===== src/rtl/tx_lane_scheduler.sv =====
// Two-lane transmit word scheduler: arbitrates ordered sets against transport
// bursts, paces captures on serializer word ticks and sequences link enable.
module tx_lane_scheduler #(
  parameter int WORD_W = 132,
  parameter int WDOG   = 255
) (
  input  logic              clk,
  input  logic              rst,
  input  logic              tx_en,
  input  logic [1:0]        gen_speed,
  input  logic              word_tick,
  input  logic              os_req,
  input  logic [WORD_W-1:0] os_l0,
  input  logic [WORD_W-1:0] os_l1,
  input  logic              data_valid,
  input  logic              data_last,
  input  logic [WORD_W-1:0] data_l0,
  input  logic [WORD_W-1:0] data_l1,
  output logic              ser_enable,
  output logic [1:0]        ser_gen_speed,
  output logic [WORD_W-1:0] lane0_word,
  output logic [WORD_W-1:0] lane1_word,
  output logic              os_ack,
  output logic              data_ack,
  output logic              underrun,
  output logic              wdog_err,
  output logic              busy
);

  localparam int CW = $clog2(WDOG + 1);

  typedef enum logic [1:0] {S_IDLE, S_ARM, S_RUN, S_DRAIN} state_e;

  state_e            state_q, state_d;
  logic              burst_q, burst_d;
  logic              drain_cap_q, drain_cap_d;
  logic [CW-1:0]     wdog_cnt_q, wdog_cnt_d;
  logic              ser_enable_q, ser_enable_d;
  logic [1:0]        ser_gen_speed_q, ser_gen_speed_d;
  logic [WORD_W-1:0] lane0_q, lane0_d, lane1_q, lane1_d;
  logic              os_ack_q, os_ack_d, data_ack_q, data_ack_d;
  logic              underrun_q, underrun_d, wdog_err_q, wdog_err_d;
  logic              busy_q, busy_d;

  logic [1:0] spd_norm;
  logic       leave_run, capture, pick_os, pick_data, starve;

  always_comb begin
    spd_norm  = (gen_speed == 2'b11) ? 2'b00 : gen_speed;
    leave_run = !tx_en || (spd_norm != ser_gen_speed_q);
    // Inside a burst data owns the lanes; a missing word becomes idle fill.
    pick_os   = !burst_q && os_req;
    pick_data = burst_q ? data_valid : (!os_req && data_valid);
    starve    = burst_q && !data_valid;
    capture   = (state_q == S_IDLE && tx_en) ||
                (state_q == S_RUN && !leave_run && word_tick);
  end

  // State register
  always_ff @(posedge clk or negedge rst) begin
    if (!rst) state_q <= S_IDLE;
    else      state_q <= state_d;
  end

  // Next-state logic
  always_comb begin
    state_d = state_q;
    case (state_q)
      S_IDLE:  if (tx_en) state_d = S_ARM;
      S_ARM:   state_d = S_RUN;
      S_RUN:   if (leave_run) state_d = S_DRAIN;
      S_DRAIN: if (word_tick && drain_cap_q) state_d = S_IDLE;
      default: state_d = S_IDLE;
    endcase
  end

  // Registered-output logic
  always_comb begin
    burst_d         = burst_q;
    drain_cap_d     = drain_cap_q;
    ser_enable_d    = ser_enable_q;
    ser_gen_speed_d = ser_gen_speed_q;
    lane0_d         = lane0_q;
    lane1_d         = lane1_q;
    os_ack_d        = 1'b0;
    data_ack_d      = 1'b0;
    underrun_d      = underrun_q;
    wdog_err_d      = wdog_err_q;

    if (capture) begin
      if (pick_os) begin
        lane0_d = os_l0;
        lane1_d = os_l1;
      end else if (pick_data) begin
        lane0_d = data_l0;
        lane1_d = data_l1;
      end else begin
        lane0_d = '0;
        lane1_d = '0;
      end
      os_ack_d   = pick_os;
      data_ack_d = pick_data;
      if (pick_data) burst_d = !data_last;
      if (starve) underrun_d = 1'b1;
    end

    case (state_q)
      S_IDLE: begin
        ser_enable_d = 1'b0;
        if (tx_en) ser_gen_speed_d = spd_norm;
      end
      S_ARM: ser_enable_d = 1'b1;
      S_RUN: if (leave_run) begin
        burst_d     = 1'b0;
        drain_cap_d = 1'b0;
      end
      S_DRAIN: if (word_tick) begin
        if (!drain_cap_q) begin
          lane0_d     = '0;
          lane1_d     = '0;
          drain_cap_d = 1'b1;
        end else begin
          ser_enable_d = 1'b0;
          drain_cap_d  = 1'b0;
        end
      end
      default: ;
    endcase

    if (state_q != S_RUN || word_tick)   wdog_cnt_d = '0;
    else if (wdog_cnt_q == CW'(WDOG))    wdog_cnt_d = wdog_cnt_q;
    else                                 wdog_cnt_d = wdog_cnt_q + 1'b1;
    if (wdog_cnt_d == CW'(WDOG)) wdog_err_d = 1'b1;

    busy_d = (state_d != S_IDLE);
  end

  always_ff @(posedge clk or negedge rst) begin
    if (!rst) begin
      burst_q         <= 1'b0;
      drain_cap_q     <= 1'b0;
      wdog_cnt_q      <= '0;
      ser_enable_q    <= 1'b0;
      ser_gen_speed_q <= 2'b00;
      lane0_q         <= '0;
      lane1_q         <= '0;
      os_ack_q        <= 1'b0;
      data_ack_q      <= 1'b0;
      underrun_q      <= 1'b0;
      wdog_err_q      <= 1'b0;
      busy_q          <= 1'b0;
    end else begin
      burst_q         <= burst_d;
      drain_cap_q     <= drain_cap_d;
      wdog_cnt_q      <= wdog_cnt_d;
      ser_enable_q    <= ser_enable_d;
      ser_gen_speed_q <= ser_gen_speed_d;
      lane0_q         <= lane0_d;
      lane1_q         <= lane1_d;
      os_ack_q        <= os_ack_d;
      data_ack_q      <= data_ack_d;
      underrun_q      <= underrun_d;
      wdog_err_q      <= wdog_err_d;
      busy_q          <= busy_d;
    end
  end

  assign ser_enable    = ser_enable_q;
  assign ser_gen_speed = ser_gen_speed_q;
  assign lane0_word    = lane0_q;
  assign lane1_word    = lane1_q;
  assign os_ack        = os_ack_q;
  assign data_ack      = data_ack_q;
  assign underrun      = underrun_q;
  assign wdog_err      = wdog_err_q;
  assign busy          = busy_q;

endmodule


===== config.mk =====
export PLATFORM = sky130hd
export DESIGN_NAME = tx_lane_scheduler
export DESIGN_NICKNAME = d
export VERILOG_FILES = /design/src/rtl/tx_lane_scheduler.sv
export SDC_FILE = /design/constraint.sdc
export NUM_CORES = 1
export LEC_CHECK = 0
export CAP_MARGIN = 0
export CORE_AREA = 5 5 313 315
export CTS_CLUSTER_DIAMETER = 200
export CTS_CLUSTER_SIZE = 28
export DETAILED_ROUTE_END_ITERATION = 12
export DIE_AREA = 0 0 318 320
export GPL_TIMING_DRIVEN = 0
export HOLD_SLACK_MARGIN = 0.05
export PLACE_DENSITY_LB_ADDON = 0.12
export SETUP_SLACK_MARGIN = 0.02
export SLEW_MARGIN = 20
export SYNTH_ARGS = -nofsm -noshare
export SYNTH_HDL_FRONTEND = slang
export SYNTH_SLANG_ARGS = --single-unit

===== constraint.sdc =====
create_clock -name clk -period 3.2 [get_ports clk]
set_clock_uncertainty 0.15 [all_clocks]
set_input_delay 0.64 -clock clk [delete_from_list [all_inputs] [get_ports clk]]
set_output_delay 0.64 -clock clk [all_outputs]
set_load 0.05 [all_outputs]

## After elaboration in Yosys (flattened, before gate mapping)

Index checks and enable logic that the tools add are counted.

| cells by class | value |
|---|---|
| reductions and logical operators | 24 |
| equality and inequality tests | 11 |
| add/subtract/negate cells | 1 |
| muxes and demuxes | 33 |

Operator list:

| cell | number |
|---|---|
| 2-to-1 mux 132 bit | 12 |
| equality test 8 bit (second input constant) | 2 |
| 2-to-1 mux 8 bit | 2 |
| 2-to-1 mux 1 bit | 12 |
| adder 8 x 1 -> 8 bit (second input constant) | 1 |
| 2-to-1 mux 2 bit | 4 |
| inequality test 2 bit (second input constant) | 4 |
| case mux 2 bit (4 select lines) | 1 |
| logical AND 1 bit | 7 |
| equality test 2 bit (second input constant) | 3 |
| zero test 1 bit | 6 |
| AND reduction 3 bit | 2 |
| AND reduction 2 bit | 2 |
| nonzero test 2 bit | 2 |
| logical OR 1 bit | 3 |
| case mux 1 bit (3 select lines) | 1 |
| nonzero test 3 bit | 1 |
| equality test 2 x 1 -> 1 bit (second input constant) | 1 |
| zero test 2 bit | 1 |
| inequality test 2 bit | 1 |
| case mux 1 bit (2 select lines) | 1 |

| word-level totals | value |
|---|---|
| bits of input ports | 537 |
| register bits after elaboration | 284 |
| logic and storage cells | 82 |
| output and inout bits | 272 |

## Depth between registers and ports, before layout

| depth | value |
|---|---|
| depth after elaboration | 12 |
| depth in mapped cells | 8 |
| mapped depth without buffers | 6 |

## Least setup slack after synthesis

No wires, ideal clock.

| timing path | value |
|---|---|
| path kind | register -> register |
| from | reg ser_gen_speed_q[1], in the netlist ser_gen_speed[1] |
| to | reg lane0_q[100], in the netlist lane0_word[100] |
| period minus slack after synthesis | 2235 ps |
| data arrival time | 1943 ps |
| cell stages (with the launch flop) | 8 |
| required time | 2908 ps |
| slack | 965 ps |
| setup time | 142 ps |
| cells stage by stage | dfrtp_1 nor4bb_1 a211o_1 a21boi_1 nor2_1 buf_2 buf_1 a211oi_1 |

| on the way | value |
|---|---|
| cells in the longest elaborated chain, start to end | 10 |

Ends and longest elaborated chain:

| item | RTL line | RTL |
|---|---|---|
| start: declaration | 39 | `logic [1:0] ser_gen_speed_q, ser_gen_speed_d;` |
| start signal: assignment | 157 | `ser_gen_speed_q <= ser_gen_speed_d;` |
| inequality test 2 bit * | 50 | `leave_run = !tx_en \|\| (spd_norm != ser_gen_speed_q);` |
| logical OR 1 bit * | 50 |  |
| zero test 1 bit * | 56 | `(state_q == S_RUN && !leave_run && word_tick);` |
| logical AND 1 bit * (2 in series) | 56 |  |
| logical OR 1 bit * | 55 | `capture = (state_q == S_IDLE && tx_en) \|\|` |
| 2-to-1 mux 132 bit * | 90 | `if (capture) begin` |
| 2-to-1 mux 132 bit | 118 | `if (!drain_cap_q) begin` |
| 2-to-1 mux 132 bit | 117 | `S_DRAIN: if (word_tick) begin` |
| 2-to-1 mux 132 bit * | 107 | `case (state_q)` |
| via lane0_d[100] | 40 | `logic [WORD_W-1:0] lane0_q, lane0_d, lane1_q, lane1_d;` |
| end signal: assignment | 158 | `lane0_q <= lane0_d;` |
| end: declaration | 40 |  |

The timed path passes the listed nets; every way through them passes the cells marked *.
A chain may end at the register's enable or synchronous reset.

## Worst setup path in the final report

| timing path | value |
|---|---|
| from | in os_req |
| to | reg lane0_q[80], in the netlist lane0_word[80] |

| on the way | value |
|---|---|
| cells in the longest elaborated chain, start to end | 9 |
| elaborated cells between the ends (all ways) | 10 |

Ends and longest elaborated chain:

| item | RTL line | RTL |
|---|---|---|
| start: declaration | 12 | `input logic os_req,` |
| zero test 1 bit | 53 | `pick_data = burst_q ? data_valid : (!os_req && data_valid);` |
| logical AND 1 bit | 53 |  |
| 2-to-1 mux 1 bit | 53 |  |
| 2-to-1 mux 132 bit | 94 | `end else if (pick_data) begin` |
| 2-to-1 mux 132 bit * | 91 | `if (pick_os) begin` |
| 2-to-1 mux 132 bit * | 90 |  |
| 2-to-1 mux 132 bit | 118 |  |
| 2-to-1 mux 132 bit | 117 |  |
| 2-to-1 mux 132 bit * | 107 |  |
| via lane0_d[80] | 40 |  |

Marked as above.

==> summary.md <==
| Metric | Value |
|---|---|
| All-Layer GR Usage | `0.165` |
| Core Footprint | `94600 sq um` |
| Critical path data required time | `3.49 ns` |
| DRC viols | `0` |
| Setup ws final | `0.207 ns` |
| Slowest stage delay, CP | `0.72 ns` |
| Final Hold Fails | `0` |
| Yosys cell types | `40` |
| CP endpoint | `lane0_word[80]$_DFF_PN0_` |
| Sequential fraction of the synthesis area | `0.482` |
| Clk Latency, worst-skew pair | `0.53 ns` |
| Setup_tns | `0 ns` |
| Met1 usage | `0.193` |
| Worst path cell trace | `clkdlybuf4s50_1 > nor2b_1 > clkbuf_1 > clkbuf_1 > a21oi_1 > a211oi_1` |
| Total CTS buffers | `14` |
| # IOs | `809` |
| Leakage | `9.97 nW` |
| Setup violations, final | `0` |
| Final slew viol count | `0` |
| Non-filler cells, final | `3746` |
| Fmax achieved | `334 MHz` |
| Gr busiest metal | `met2` |
| Starting DRC count in detailed routing | `982` |
| Asr flop ratio synth | `1.00` |
| Top cell type's share of synthesized area | `0.482` |
| Unrepaired setup endpoints after global routing | `no` |
| Outcome | `finished, final reports clean` |
| Post-CTS repair timing setup buffer count | `0` |
| Synth top area cells | `dfrtp_1 48%, a21oi_1 18%, a211oi_1 13%` |
| Share of layout cells above drive strength 1 | `0.0304` |
| Final period util | `0.935` |
| Total of max-cap violations | `0` |
| Crit path max fanout | `10` |
| Clk buf depth | `3` |
| Synth top cells by count | `532 x a21oi_1, 284 x dfrtp_1, 266 x and3_1, 265 x a211oi_1, 166 x clkbuf_1` |
| Via density | `4.42` |
| Hold Startpoint | `wdog_err$_DFFE_PN0N_` |
| WL/cell | `23.9 microns` |
| Setup Crit Path Kind | `in2reg` |
| Finished Cell Area | `25100 sq um` |
| Chip width | `318 microns` |
| HP Class | `reg2reg` |
| Post-synthesis cell area | `14800 sq um` |
| Area growth syn-to-layout | `69.7%` |
| Seq cells post-synth | `284` |
| Dpl hpwl | `71.8 mm` |
| DR vias | `16500` |
| Core Rows | `113` |
| Gpl congestion | `0.861` |
| Worst Tran Pin Value | `0.935 ns` |
| Most frequently used cell type in the post-synthesis netlist | `a21oi_1` |
| Met2 usage | `0.294` |
| Port bufs | `807` |
| Ys Warns | `0` |
| EDFF count, synth | `0` |
| Final Total Pwr | `24.2 mW` |
| Reg2Reg Depth | `5` |
| CP Launch Type | `input pin` |
| First-pass GRT wire length | `126 mm` |
| Met3 global-route usage | `0.0525` |
| DIE AREA | `102000 sq um` |
| Tmin final | `2.99 ns` |
| Cell mode on critical path | `clkbuf_1` |
| Die H | `320 microns` |
| CP max stage cell | `clkbuf_1` |
| Initial antenna violation count | `19` |
| Total grt overflow | `0` |
| R2r endpoint | `lane0_word[80]$_DFF_PN0_` |
| TritonCTS clock tree | `yes` |
| Placed insts | `3712` |
| Syn Area/Cell | `9.04 sq um` |
| Synth area leader | `dfrtp_1` |
| CTS clk-pin slew, worst paths | `0.12 ns` |
| Routed wire length | `89.4 mm` |
| R2r setup slk | `0.39 ns` |
| Worst setup path start | `os_req` |
| Largest net degree at the start of global routing | `89` |
| Relative slew margins | `0.376` |
| DP Worst Slack | `-0.579 ns` |
| Top FF cell, synth | `dfrtp_1` |
| Worst reg2reg path startpoint | `burst_q$_DFF_PN0_` |
| Worst vdd ir | `0.000358 V` |
| Clock sink count | `284` |
| Placed inst area | `24600 sq um` |
| Setup crit end kind | `flip-flop` |
| Number of global-route vias before repair | `17500` |
| CTS H-tree lvls | `1` |
| CP Data Arrival Time | `3.29 ns` |
| Nets@finish | `3002` |
| CTS root buf | `clkbuf_16` |
| Gate Count Post-Synth | `1633` |
| Initial Util | `0.156` |
| Routed Antenna Nets | `0` |
| Drt pass-1 iters | `7` |
| PD cells | `965 nW/um^2` |
| Syn Nets | `2171` |
==> final cells by class <==
cell class	instances	area (sq um)
multi-input cells	1135	6780
fillers	10200	69500
well taps	1265	1580
repair buffers	815	8240
diodes	16	40.0
plain buffers	210	865
clock buffers	16	389
flip-flops and latches	284	7110
clock inverters	1	30.0
inverters	4	15.0
==> routing by layer <==
layer,share of wire,up-vias
met5,0.00011,-
met1,0.40,8063
met2,0.50,579
met4,0.022,2
li1,-,7837
met3,0.077,61
==> registers in the layout, indices dropped and copies added, names as in the netlist <==
name,cells
os_ack,1
ser_enable,1
burst_q,1
data_ack,1
drain_cap_q,1
wdog_cnt_q,8
state_q,2
lane0_word,132
underrun,1
wdog_err,1
busy,1
ser_gen_speed,2
lane1_word,132
==> worst min path at each step <==
stage | depth (start not counted) | slack (ns) | end
after floorplan | 0 | 0.19 | burst_q$_DFF_PN0_
final | 1 | 0.35 | wdog_err$_DFFE_PN0N_
after detailed placement | 1 | 0.31 | underrun$_DFFE_PN0P_
after CTS | 1 | 0.34 | underrun$_DFFE_PN0P_
after global routing | 1 | 0.37 | wdog_err$_DFFE_PN0N_
after global placement | 1 | 0.31 | underrun$_DFFE_PN0P_
==> critical path: cells and delay by family <==
kind                   cells  cell delay [ns]
AND/OR/NAND/NOR            1             0.44
AO/OA/AOI/OAI              2             0.48
buffers and inverters      3             1.72
==> cell usage in the layout (no fill, tap or decap), types with 4 or more instances in the layout <==
| cell | Yosys | routed |
|---|---|---|
| a31oi_1 | 4 | 4 |
| clkbuf_2 | 0 | 9 |
| buf_2 | 31 | 31 |
| a21oi_1 | 532 | 532 |
| and3_1 | 266 | 266 |
| o21ai_0 | 4 | 4 |
| buf_16 | 0 | 4 |
| buf_4 | 7 | 7 |
| clkdlybuf4s50_1 | 0 | 806 |
| nand3_1 | 5 | 5 |
| nor2b_1 | 4 | 4 |
| clkbuf_1 | 166 | 157 |
| nor2_1 | 10 | 10 |
| nand2_1 | 6 | 6 |
| clkbuf_16 | 0 | 15 |
| diode_2 | 0 | 16 |
| dfrtp_1 | 284 | 284 |
| a211oi_1 | 265 | 265 |
| inv_1 | 4 | 4 |
| buf_1 | 6 | 6 |
==> where the power goes <==
group | internal (mW) | switching [mW]
clock network | 0.896 | 1.35
logic | 5.03 | 10.7
registers | 5.18 | 0.980
==> stage by stage <==
| step | hold slack, ns | util |
|---|---|---|
| after CTS | 0.345 | 0.264 |
| after global placement | 0.308 | 0.258 |
| after detailed placement | 0.315 | 0.260 |
| after floorplan | 0.194 | - |
| final | 0.345 | 0.265 |
| after global routing | 0.369 | 0.265 |
==> cells by family (layout without fill, tap and decap cells) <==
group | after synthesis | after routing | share of synthesized area
compound gates | 819 | 819 | 0.327
simple gates | 310 | 310 | 0.129
flops | 284 | 284 | 0.482
buf+inv | 214 | 1046 | 0.0588
xor+xnor | 3 | 3 | 0.00178
mux | 2 | 2 | 0.00136
fa+ha+maj | 1 | 1 | 0.000848
other cells | 0 | 16 | 0
==> what timing repair did <==
item	CTS	global route
resized for setup	1	10
hold buffers	1	0
gates cloned	0	0
setup endpoints to repair	2	40
hold endpoints to repair	33	0
No activity file was read; power rests on OpenSTA's default activity.
==> variant 1: new RTL, same flow settings <==
The parameter `WDOG` goes from 255 to 510.
--- a/src/rtl/tx_lane_scheduler.sv
+++ b/src/rtl/tx_lane_scheduler.sv
@@ -3,5 +3,5 @@
 module tx_lane_scheduler #(
   parameter int WORD_W = 132,
-  parameter int WDOG   = 255
+  parameter int WDOG   = 510
 ) (
   input  logic              clk,
Check against the original RTL: not settled (the Yosys comparison gave no result); the edit may change what the design does.
==> variant 1 against the unedited design <==
Synthesized area is 3.2% lower; wire length increased by 6.1%; die area unchanged; via count up 4.2%; total power decreased by 14%; sequential share of layout area grew 0.71 points; design area decreased by 2.1%; sequential power decreased by 10%; fmax down 0.15%; setup slack lost 0.0045 ns; sequential cell count rose by 1; critical path type unchanged.
==> variant 1: results (changes against the unedited design) <==
Power and ir drop
  • Switching Share: 54.5% (was 54.1%)
  • Combinational fraction of design power: 62.6% (was 65.2%)
  • Pleak: 8.72 nW (was 9.97 nW)
  • VDD IR max: 0.000352 V (was 0.000358 V)
  • Total Power: 20.8 mW (was 24.2 mW)
  • Clk power: 2.29 mW (was 2.25 mW)

Logic synthesis
  • Library cells used by synthesis: 45 (was 40)
  • Syn Nets: 2188 (was 2171)
  • Synth top area cells: dfrtp_1 50%, nand4_1 12%, a31oi_1 12% (was dfrtp_1 48%, a21oi_1 18%, a211oi_1 13%)
  • Top cells by count, synth: 285 x dfrtp_1, 274 x nand2_1, 269 x nand4_1 (was 532 x a21oi_1, 284 x dfrtp_1, 266 x and3_1)
  • Part of the Yosys area used for sequential elements: 49.9% (was 48.2%)

Global routing
  • Total GRT Usage: 17.6% (was 16.5%)
  • Number of global-route vias before repair: 18.5k (was 17.5k)
  • Largest net degree at the start of global routing: 82 (was 89)
  • Initial antenna violation count: 30 (was 19)

Min path
  • HP Start: underrun$_DFFE_PN0P_ (was wdog_err$_DFFE_PN0N_)

Placement
  • Pre-CTS setup slack: -0.801 ns (was -0.579 ns)
  • Post-DP HPWL: 75.4 mm (was 71.8 mm)
  • PortBufs: 808 (was 807)
  • RePlAce Congestion: 0.885 (was 0.861)

Routing
  • Initial drt markers: 1133 (was 982)
  • Via density: 4.58 (was 4.42)
  • WL/cell: 25.2 microns (was 23.9 microns)
  • DR pass1 iterations: 7 (unchanged)

Timing
  • Max_slew headroom: 32.2% (was 37.6%)

Setup path
  • Worst flop-to-flop path endpoint: lane1_word[7]$_DFF_PN0_ (was lane0_word[80]$_DFF_PN0_)
  • Cells on worst reg2reg path: 6 (was 5)

CTS
  • Hold buffer count at CTS: 1 (unchanged)
  • Cts repair resizes: 2 (was 1)
  • CTS root buffer: clkbuf_16 (unchanged)
  • Clk slew on worst S/H paths: 0.13 ns

Final layout
  • Share of cells above drive strength 1: 4.80% (was 3.04%)
  • Final #Nets: 3017 (was 3002)
  • Fillers: 10.3k (was 10.2k)

Outcome
  • Outcome: finished, final reports clean (unchanged)
variant 1: cell count changes after synthesis, sizes merged, moves of 3 or more:
cell / before / now
a21oi: 532 / 3
nor2: 10 / 16
nand2: 6 / 274
and3: 266 / 1
buf: 44 / 87
clkbuf: 166 / 123
a31oi: 4 / 264
nor3: 3 / 6
nand2b: 3 / 7
o21ai: 4 / 271
a211oi: 266 / 4
nand4: 3 / 269
variant 1: routing by layer:
| metal | vias to the layer above | share of wire [%] | routed length (microns) | track usage [%] |
|---|---|---|---|---|
| met5 | - | 0.066 | 63 | 0 |
| met4 | 12 | 2.0 | 1930 | 3.69 |
| met3 | 77 | 7.8 | 7420 | 5.28 |
| met2 | 710 | 50 | 47700 | 31.6 |
| met1 | 8571 | 40 | 37700 | 20.7 |
| li1 | 7862 | - | - | - |
variant 1: final cells by class:
cell class              instances  area, sq um  share of cell area [%]
diodes                         17         42.5                   0.173
well taps                    1265         1580                    6.45
multi-input cells            1148         6210                    25.3
plain buffers                 210          933                    3.81
clock inverters                 1         30.0                   0.122
inverters                       6         22.5                  0.0918
flip-flops and latches        285         7130                    29.1
repair buffers                813         8200                    33.4
clock buffers                  15          375                    1.53
variant 1: critical path, cell delays in order:
cell and delay, ns:
clkdlybuf4s50_1 0.48, nor2b_1 0.12, clkbuf_1 0.33, clkbuf_2 0.50, clkbuf_1 0.75, nand4_1 0.25, a31oi_1 0.24
variant 1: logic make-up (layout without fill, tap and decap cells):
group	Yosys count	count (layout)	share of synthesized area, %
muxes	2	2	0.140
buffers and inverters	216	1045	6.60
adders and majority gates	2	2	0.175
AOI/OAI and AO/OA	555	555	22.3
xor gates and xnor gates	3	3	0.184
and+or+nand+nor	586	586	20.7
other	0	17	0
DFF	285	285	49.9
variant 1: metrics by stage:
step	setup TNS (ns)	std cells	instance area, sq um	hold WS, ns	utilization [%]
2_1_floorplan	0	1649	14300	0.194	-
3_3_place_gp	-3825.46	3722	24000	0.305	25.3
3_5_place_dp	-102.60	3726	24100	0.312	25.4
4_1_cts	0	3743	24500	0.341	25.9
5_1_grt	0	3753	24500	0.365	25.9
6_report	0	3760	24500	0.335	25.9
variant 1: worst max-delay path by stage:
| stage | slack (ns) | endpoint | from |
|---|---|---|---|
| final | 0.20 | lane1_word[7]$_DFF_PN0_ | os_req |
| after detailed placement | -0.80 | lane1_word[6]$_DFF_PN0_ | word_tick |
| after CTS | 0.06 | lane0_word[53]$_DFF_PN0_ | state_q[0]$_DFF_PN0_ |
| after floorplan | 0.96 | lane1_word[33]$_DFF_PN0_ | ser_gen_speed[0]$_DFFE_PN0P_ |
| after global routing | 0.06 | lane0_word[70]$_DFF_PN0_ | tx_en |
| after global placement | -13.10 | lane1_word[119]$_DFF_PN0_ | rst |
==> variant 2: new RTL, same settings <==
Made on the original files. Reset style: synchronous (`rst`), changed in 2 clocked blocks.
--- a/src/rtl/tx_lane_scheduler.sv
+++ b/src/rtl/tx_lane_scheduler.sv
@@ -58,5 +58,5 @@
 
   // State register
-  always_ff @(posedge clk or negedge rst) begin
+  always_ff @(posedge clk) begin
     if (!rst) state_q <= S_IDLE;
     else      state_q <= state_d;
@@ -136,5 +136,5 @@
   end
 
-  always_ff @(posedge clk or negedge rst) begin
+  always_ff @(posedge clk) begin
     if (!rst) begin
       burst_q         <= 1'b0;
Check against the original RTL: not equivalent (Yosys sat finds a counterexample within 4 cycles, from zero or initial values and one cycle with rst low; the reset may be asserted at any time).
==> variant 2 against the unedited design <==
Synthesized area shrank 15%; worst hold slack better by 0.0066 ns; first-iteration DRC count fell by 11%; global-route usage shrank 0.22 points; design area down 9.3%; wire length is 1.3% lower; setup slack improved by 0.081 ns; sequential cell count unchanged; critical path type unchanged.
Power is not compared: it rests on default switching activity, and its combinational part moved more than twofold at a synthesized area within 25%.
==> variant 2: results (changes against the unedited design) <==
Routing
  • Initial drt markers: 872 (was 982)
  • WL/cell: 23.8 microns (was 23.9 microns)
  • Total number of vias: 15.8k (was 16.5k)
  • Met3 Wirelength: 7.37 mm (was 6.84 mm)
  • Metal-1 WL: 33.1 mm (was 35.6 mm)
  • Drt total wl: 88.3 mm (was 89.4 mm)

Outcome
  • Outcome: finished, final reports clean (unchanged)

Placement
  • Area after DPL: 22300 sq um (was 24600 sq um)
  • Pre-CTS setup slack: -0.737 ns (was -0.579 ns)
  • Placed Instances: 3688 (was 3712)
  • Post-DP HPWL: 71.3 mm (was 71.8 mm)

Logic synthesis
  • Top cells by count, synth: 284 x dfxtp_1, 282 x nor2_1, 274 x nand2_1 (was 532 x a21oi_1, 284 x dfrtp_1, 266 x and3_1)
  • Syn Nets: 2154 (was 2171)
  • Library cells used by synthesis: 37 (was 40)
  • Mean Syn Cell Area: 7.81 sq um (was 9.04 sq um)
  • Part of the Yosys area used for sequential elements: 45.1% (was 48.2%)

Global routing
  • Met2 Use GR: 31.0% (was 29.4%)
  • Met3 Usage GRT: 5.68% (was 5.25%)
  • Total GRT Usage: 16.3% (was 16.5%)
  • Initial antenna violation count: 18 (was 19)
  • M1 GR Usage: 17.5% (was 19.3%)
  • Largest net degree at the start of global routing: 29 (was 89)
  • Number of global-route vias before repair: 16.8k (was 17.5k)
  • First-pass GRT wire length: 125 mm (was 126 mm)

Final layout
  • Clk cell area share: 1.82% (was 1.67%)
  • Register area: 5690 sq um (was 7110 sq um)
  • Non-CTS inverters: 5 (was 4)
  • Non-clk bufs: 987 (was 1025)
  • Fillers: 10.4k (was 10.2k)
  • Sequential share of cell area: 25.0% (was 28.4%)

CTS
  • Cts repair resizes: 3 (was 1)
  • Worst-Skew Late Latency: 0.56 ns (was 0.53 ns)

Timing
  • Worst-Margin Slew: 1.03 ns (was 0.935 ns)

Setup path
  • Critical Path AT: 3.20 ns (was 3.29 ns)

Power and ir drop
  • P_comb: approximately 4.6 mW
==> variant 2: worst paths after layout <==
kind,slack (ns),start,to,cells after the start
max,0.29,os_req,lane1_word[131]$_SDFF_PN0_,6
min reg2reg,0.35,wdog_err$_SDFFE_PN0N_,wdog_err$_SDFFE_PN0N_,1
min,0.35,wdog_err$_SDFFE_PN0N_,wdog_err$_SDFFE_PN0N_,1
max reg2reg,0.38,burst_q$_SDFF_PN0_,lane1_word[131]$_SDFF_PN0_,5
==> variant 2: cell families after synthesis <==
family                   Yosys count  share of synthesized area [%]
XOR/XNOR                           4                          0.278
buffers and inverters            185                           6.16
multiplexers                       1                         0.0793
AO/OA/AOI/OAI                    287                           19.6
adder cells (fa/ha/maj)            1                         0.0992
flip-flops                       284                           45.1
AND/OR/NAND/NOR                  854                           28.8
==> variant 2: critical path, stage by stage <==
cell             delay, ns
clkdlybuf4s50_1       0.43
nand2b_1              0.24
clkbuf_1              0.80
clkbuf_1              0.59
nand3_1               0.17
a311oi_1              0.32
